`src/rtl/fifo_ctrl.sv`:
```
// Synchronous FIFO controller driving a dual-port RAM with an asynchronous read port.
// Owns wrap-bit pointers and derives occupancy, level flags and sticky error flags.
module fifo_ctrl #(
    parameter int DATA_WIDTH = 32,
    parameter int ADDR_WIDTH = 3,
    parameter int AF_LEVEL   = 6,
    parameter int AE_LEVEL   = 2
) (
    input  logic                  wr_clk,
    input  logic                  reset,
    input  logic                  push,
    input  logic [DATA_WIDTH-1:0] din,
    input  logic                  pop,
    input  logic                  err_clr,
    output logic                  ram_wr_en,
    output logic [DATA_WIDTH-1:0] ram_write_data,
    output logic [ADDR_WIDTH-1:0] ram_write_addr,
    output logic                  ram_rd_en,
    output logic [ADDR_WIDTH-1:0] ram_read_addr,
    output logic                  full,
    output logic                  empty,
    output logic                  almost_full,
    output logic                  almost_empty,
    output logic [ADDR_WIDTH:0]   count,
    output logic                  overflow,
    output logic                  underflow
);

    localparam logic [ADDR_WIDTH:0] C_ONE   = (ADDR_WIDTH+1)'(1);
    localparam logic [ADDR_WIDTH:0] C_AF_LV = (ADDR_WIDTH+1)'(AF_LEVEL);
    localparam logic [ADDR_WIDTH:0] C_AE_LV = (ADDR_WIDTH+1)'(AE_LEVEL);

    logic [ADDR_WIDTH:0] r_wr_ptr;
    logic [ADDR_WIDTH:0] r_rd_ptr;
    logic                r_overflow;
    logic                r_underflow;

    logic [ADDR_WIDTH:0] w_count;
    logic                w_full;
    logic                w_empty;
    logic                w_push_ok;
    logic                w_pop_ok;

    // Handshake: push/pop are requests sampled every cycle; a request is accepted
    // only when the flags of the current cycle allow it (push needs ~full, pop needs
    // ~empty) and reset is low. Refused requests are dropped and flagged as errors.
    always_comb begin
        w_empty   = (r_wr_ptr == r_rd_ptr);
        w_full    = (r_wr_ptr[ADDR_WIDTH-1:0] == r_rd_ptr[ADDR_WIDTH-1:0]) &&
                    (r_wr_ptr[ADDR_WIDTH] != r_rd_ptr[ADDR_WIDTH]);
        w_count   = r_wr_ptr - r_rd_ptr;
        w_push_ok = push && !w_full && !reset;
        w_pop_ok  = pop && !w_empty && !reset;
    end

    always_ff @(posedge wr_clk) begin
        if (reset) begin
            r_wr_ptr <= '0;
            r_rd_ptr <= '0;
        end else begin
            if (w_push_ok) r_wr_ptr <= r_wr_ptr + C_ONE;
            if (w_pop_ok)  r_rd_ptr <= r_rd_ptr + C_ONE;
        end
    end

    // A new error event takes priority over a clear in the same cycle.
    always_ff @(posedge wr_clk) begin
        if (reset) begin
            r_overflow  <= 1'b0;
            r_underflow <= 1'b0;
        end else begin
            if (push && w_full)  r_overflow <= 1'b1;
            else if (err_clr)    r_overflow <= 1'b0;
            if (pop && w_empty)  r_underflow <= 1'b1;
            else if (err_clr)    r_underflow <= 1'b0;
        end
    end

    always_comb begin
        ram_wr_en      = w_push_ok;
        ram_write_data = din;
        ram_write_addr = r_wr_ptr[ADDR_WIDTH-1:0];
        ram_rd_en      = !w_empty;
        ram_read_addr  = r_rd_ptr[ADDR_WIDTH-1:0];
        full           = w_full;
        empty          = w_empty;
        count          = w_count;
        almost_full    = (w_count >= C_AF_LV);
        almost_empty   = (w_count <= C_AE_LV);
        overflow       = r_overflow;
        underflow      = r_underflow;
    end

endmodule

```
`config.mk`:
```
export PLATFORM = sky130hd
export DESIGN_NAME = fifo_ctrl
export DESIGN_NICKNAME = d
export VERILOG_FILES = /design/src/rtl/fifo_ctrl.sv
export SDC_FILE = /design/constraint.sdc
export NUM_CORES = 1
export LEC_CHECK = 0
export BUFFER_PORTS_ARGS = -buffer_cell sky130_fd_sc_hd__buf_2
export CORE_UTILIZATION = 35
export DETAILED_ROUTE_END_ITERATION = 8
export GPL_TIMING_DRIVEN = 0
export PLACE_DENSITY = 0.76
export SKIP_CTS_REPAIR_TIMING = 1
export SLEW_MARGIN = 10
export SYNTH_ARGS = -nofsm -noshare
export SYNTH_HDL_FRONTEND = slang
export SYNTH_SLANG_ARGS = --single-unit
```
`constraint.sdc`:
```
create_clock -name wr_clk -period 4.5 [get_ports wr_clk]
set_input_delay 0.225 -clock wr_clk [delete_from_list [all_inputs] [get_ports wr_clk]]
set_output_delay 0.225 -clock wr_clk [all_outputs]
set_load 0.02 [all_outputs]
```
==> metrics.txt <==
# TYPE chip_impl_metric gauge
chip_impl_metric{name="tightestPinTransition",unit="ps"} 557
chip_impl_metric{name="grt_use_total",unit=""} 0.141
chip_impl_metric{name="port_buffer_count",unit=""} 54
chip_impl_metric{name="maxSlewViolCount",unit=""} 0
chip_impl_info{name="critPathLaunchType",value="flop"} 1
chip_impl_metric{name="wirelength_met1",unit="um"} 763
chip_impl_metric{name="gp_congestion",unit=""} 0.866
chip_impl_metric{name="final_nets",unit=""} 220
chip_impl_info{name="yosys.cell_count.top_type",value="buf_4"} 1
chip_impl_metric{name="number_of_buffers_created_by_cts",unit=""} 3
chip_impl_metric{name="post_synth_instance_area",unit="um2"} 957
chip_impl_info{name="min-delay-path-class",value="in -> reg"} 1
chip_impl_metric{name="post-place-ws",unit="ps"} 2540
chip_impl_metric{name="slew_headroom",unit=""} 0.626
chip_impl_metric{name="core",unit="um2"} 2520
chip_impl_metric{name="yosysWarningCount",unit=""} 0
chip_impl_metric{name="leakage_power_total",unit="nW"} 0.734
chip_impl_info{name="rsz0062_at_grt",value="false"} 1
chip_impl_metric{name="setup_total_negative_slack",unit="ps"} 0
chip_impl_metric{name="number_of_global_route_vias_before_repair",unit=""} 757
chip_impl_metric{name="clk_pin_slew",unit="ps"} 60
chip_impl_metric{name="clock_sinks",unit=""} 10
chip_impl_info{name="cts-root-buf",value="clkbuf_4"} 1
chip_impl_metric{name="number_of_flops_mapped_to_enable_cells_by_yosys",unit=""} 0
chip_impl_metric{name="ys_seq_elements",unit=""} 10
chip_impl_info{name="worst_r2r_startpoint",value="r_rd_ptr[2]"} 1
chip_impl_metric{name="io_pins",unit=""} 87
chip_impl_info{name="yosys-top-cells-area",value="buf_4 (30%), dfxtp_1 (21%), mux2_2 (7.1%), ha_1 (6.5%), nor2_1 (4.7%)"} 1
chip_impl_metric{name="critical_path.max_fanout",unit=""} 9
chip_impl_metric{name="drv.max_cap_violation_count",unit=""} 0
chip_impl_info{name="synth_largest_area_cell",value="buf_4"} 1
chip_impl_metric{name="ant_nets",unit=""} 0
chip_impl_metric{name="post-dp-hpwl",unit="um"} 1730
chip_impl_metric{name="worst_hold_path.num_cells",unit=""} 3
chip_impl_metric{name="synthArstFlopShare",unit=""} 0
chip_impl_info{name="timing.setup.critical_path_class",value="reg -> out"} 1
chip_impl_metric{name="synthesis.instances",unit=""} 118
chip_impl_info{name="crit_path_end_kind",value="primary output"} 1
chip_impl_metric{name="proportion_of_layout_cells_with_a_drive_suffix_above_1",unit=""} 0.594
chip_impl_metric{name="worst_r2r_setup_slack",unit="ps"} 2590
chip_impl_metric{name="route.detailed.wl_per_inst",unit="um"} 9.68
chip_impl_metric{name="post-layout-total-power",unit="uW"} 377
chip_impl_metric{name="synthesis.area_per_instance",unit="um2"} 8.11
chip_impl_metric{name="report.final.setup_viol",unit=""} 0
chip_impl_metric{name="insertedDiodeCount",unit=""} 0
chip_impl_metric{name="htreeDepth",unit=""} 1
chip_impl_metric{name="met3RoutedLength",unit="um"} 173
chip_impl_metric{name="initial_antenna_violation_count",unit=""} 0
chip_impl_metric{name="totalWireLength",unit="um"} 1990
chip_impl_metric{name="drt_first_pass_iters",unit=""} 4
chip_impl_metric{name="synthesis.nets",unit=""} 161
chip_impl_info{name="top_layer",value="met4"} 1
chip_impl_info{name="crit_end",value="ram_wr_en"} 1
chip_impl_metric{name="die_width",unit="um"} 54.3
chip_impl_metric{name="finalCritPeriodShare",unit=""} 0.504
chip_impl_metric{name="post-synth-top-area-fraction",unit=""} 0.298
chip_impl_info{name="reg2reg_to",value="r_wr_ptr[0]"} 1
chip_impl_info{name="tritoncts",value="built"} 1
chip_impl_metric{name="ff2ff_path_depth",unit=""} 6
chip_impl_info{name="synth_top_flop_cell",value="dfxtp_1"} 1
chip_impl_metric{name="clock.fmax",unit="GHz"} 0.441
chip_impl_metric{name="powerDensity",unit="nW/um2"} 293
chip_impl_metric{name="postLayoutCoreUtil",unit=""} 0.510
chip_impl_metric{name="start_util",unit=""} 0.379
chip_impl_metric{name="drc",unit=""} 0
chip_impl_metric{name="cts_buffer_depth",unit=""} 2
chip_impl_metric{name="hold_slack",unit="ps"} 300
chip_impl_metric{name="finalHoldViolations",unit=""} 0
chip_impl_info{name="worst_setup_path_startpoint",value="r_rd_ptr[2]"} 1
chip_impl_metric{name="critical_path_arrival",unit="ps"} 2040
chip_impl_metric{name="floorplan.die_area",unit="um2"} 2950
chip_impl_metric{name="die_h",unit="um"} 54.3
chip_impl_info{name="result_of_the_run",value="finished clean"} 1
chip_impl_metric{name="route.detailed.vias_per_inst",unit=""} 4.49
chip_impl_metric{name="grt_first_pass_wirelength",unit="um"} 3020
chip_impl_metric{name="grt_start_max_net_pins",unit=""} 11
chip_impl_info{name="synth_top_cells_by_count",value="buf_4 (38), nor2_1 (12), dfxtp_1 (10), inv_1 (9), a21oi_1 (7)"} 1
chip_impl_metric{name="via_count",unit=""} 920
chip_impl_metric{name="first_iter_violations",unit=""} 9
chip_impl_metric{name="synth_seq_area_share",unit=""} 0.209
chip_impl_metric{name="synthToLayoutAreaGrowth",unit="%"} 34.5
chip_impl_metric{name="netlist-cell-type-count",unit=""} 26
chip_impl_metric{name="route.met2.wl",unit="um"} 1040
chip_impl_metric{name="peak_ir_drop_on_the_vdd_network",unit="V"} 0.000190
chip_impl_metric{name="clock_latency",unit="ps"} 250
chip_impl_metric{name="period_minus_slack",unit="ps"} 2270
chip_impl_metric{name="floorplan.rows",unit=""} 18
chip_impl_metric{name="fin_ws",unit="ps"} 2230
chip_impl_metric{name="timing.clock.skew",unit="ps"} 0.843
chip_impl_metric{name="gr-total-overflow",unit=""} 0
chip_impl_metric{name="cp_data_required_time",unit="ps"} 4280
==> critical path, cell delays in order, from the launching register on <==
cell	delay, ps
dfxtp_1	390
inv_1	90
ha_1	350
and3_1	190
buf_2	170
a21boi_1	250
and2_1	180
buf_2	160
==> worst min-delay path by stage <==
stage,startpoint,endpoint
after floorplan,pop,r_rd_ptr[1]
after global placement,underflow,underflow
after detailed placement,overflow,overflow
after CTS,pop,r_rd_ptr[1]
after global routing,pop,r_rd_ptr[1]
final,push,overflow
==> logic make-up (layout without fill, tap and decap cells) <==
logic type | count (synthesis) | count (layout) | synth area share
buffers and inverters | 49 | 106 | 0.342
AND/OR/NAND/NOR | 27 | 27 | 0.135
multiplexers | 6 | 6 | 0.0706
AO/OA/AOI/OAI | 17 | 17 | 0.122
adder cells (fa/ha/maj) | 6 | 6 | 0.0863
XOR/XNOR | 3 | 3 | 0.0353
flip-flops | 10 | 10 | 0.209
==> through the flow <==
stage | cells | area [um2]
final | 205 | 1290
after global routing | 205 | 1290
after CTS | 205 | 1290
after detailed placement | 202 | 1260
after global placement | 202 | 1260
after floorplan | 118 | 957
==> where the power goes <==
group,switching [mW],total [mW],internal (mW)
clock,0.0266,0.0572,0.0307
combinational,0.128,0.218,0.0896
sequential,0.00770,0.103,0.0949
total,0.162,0.377,0.215
==> cell type report <==
cell class	instances	area, um2
plain buffers	40	294
clock buffers	3	22.5
fillers	260	1230
inverters	9	33.8
multi-input cells	59	429
flip-flops and latches	10	200
well taps	30	37.5
repair buffers	54	270
==> per-layer routing <==
metal,track usage,up-vias
li1,-,470
met1,0.145,402
met2,0.274,46
met3,0.0278,2
met4,0.0556,0
met5,0,-
==> placed cells by master (no fill, tap or decap), types with 2 or more instances in the layout <==
cell type	instances
buf_2	55
buf_4	38
nor2_1	12
dfxtp_1	10
inv_1	9
a21oi_1	7
mux2_2	6
ha_1	5
nand2_1	4
nor2b_1	4
clkbuf_4	3
and3_1	2
xnor2_1	2
nand4_1	2
a32oi_1	2
o2111ai_1	2
o31ai_1	2
==> flip-flops by register name, indices dropped and copies added (netlist names) <==
name,cells
overflow,1
r_rd_ptr,4
underflow,1
r_wr_ptr,4
No activity file was read; power rests on OpenSTA's default activity.
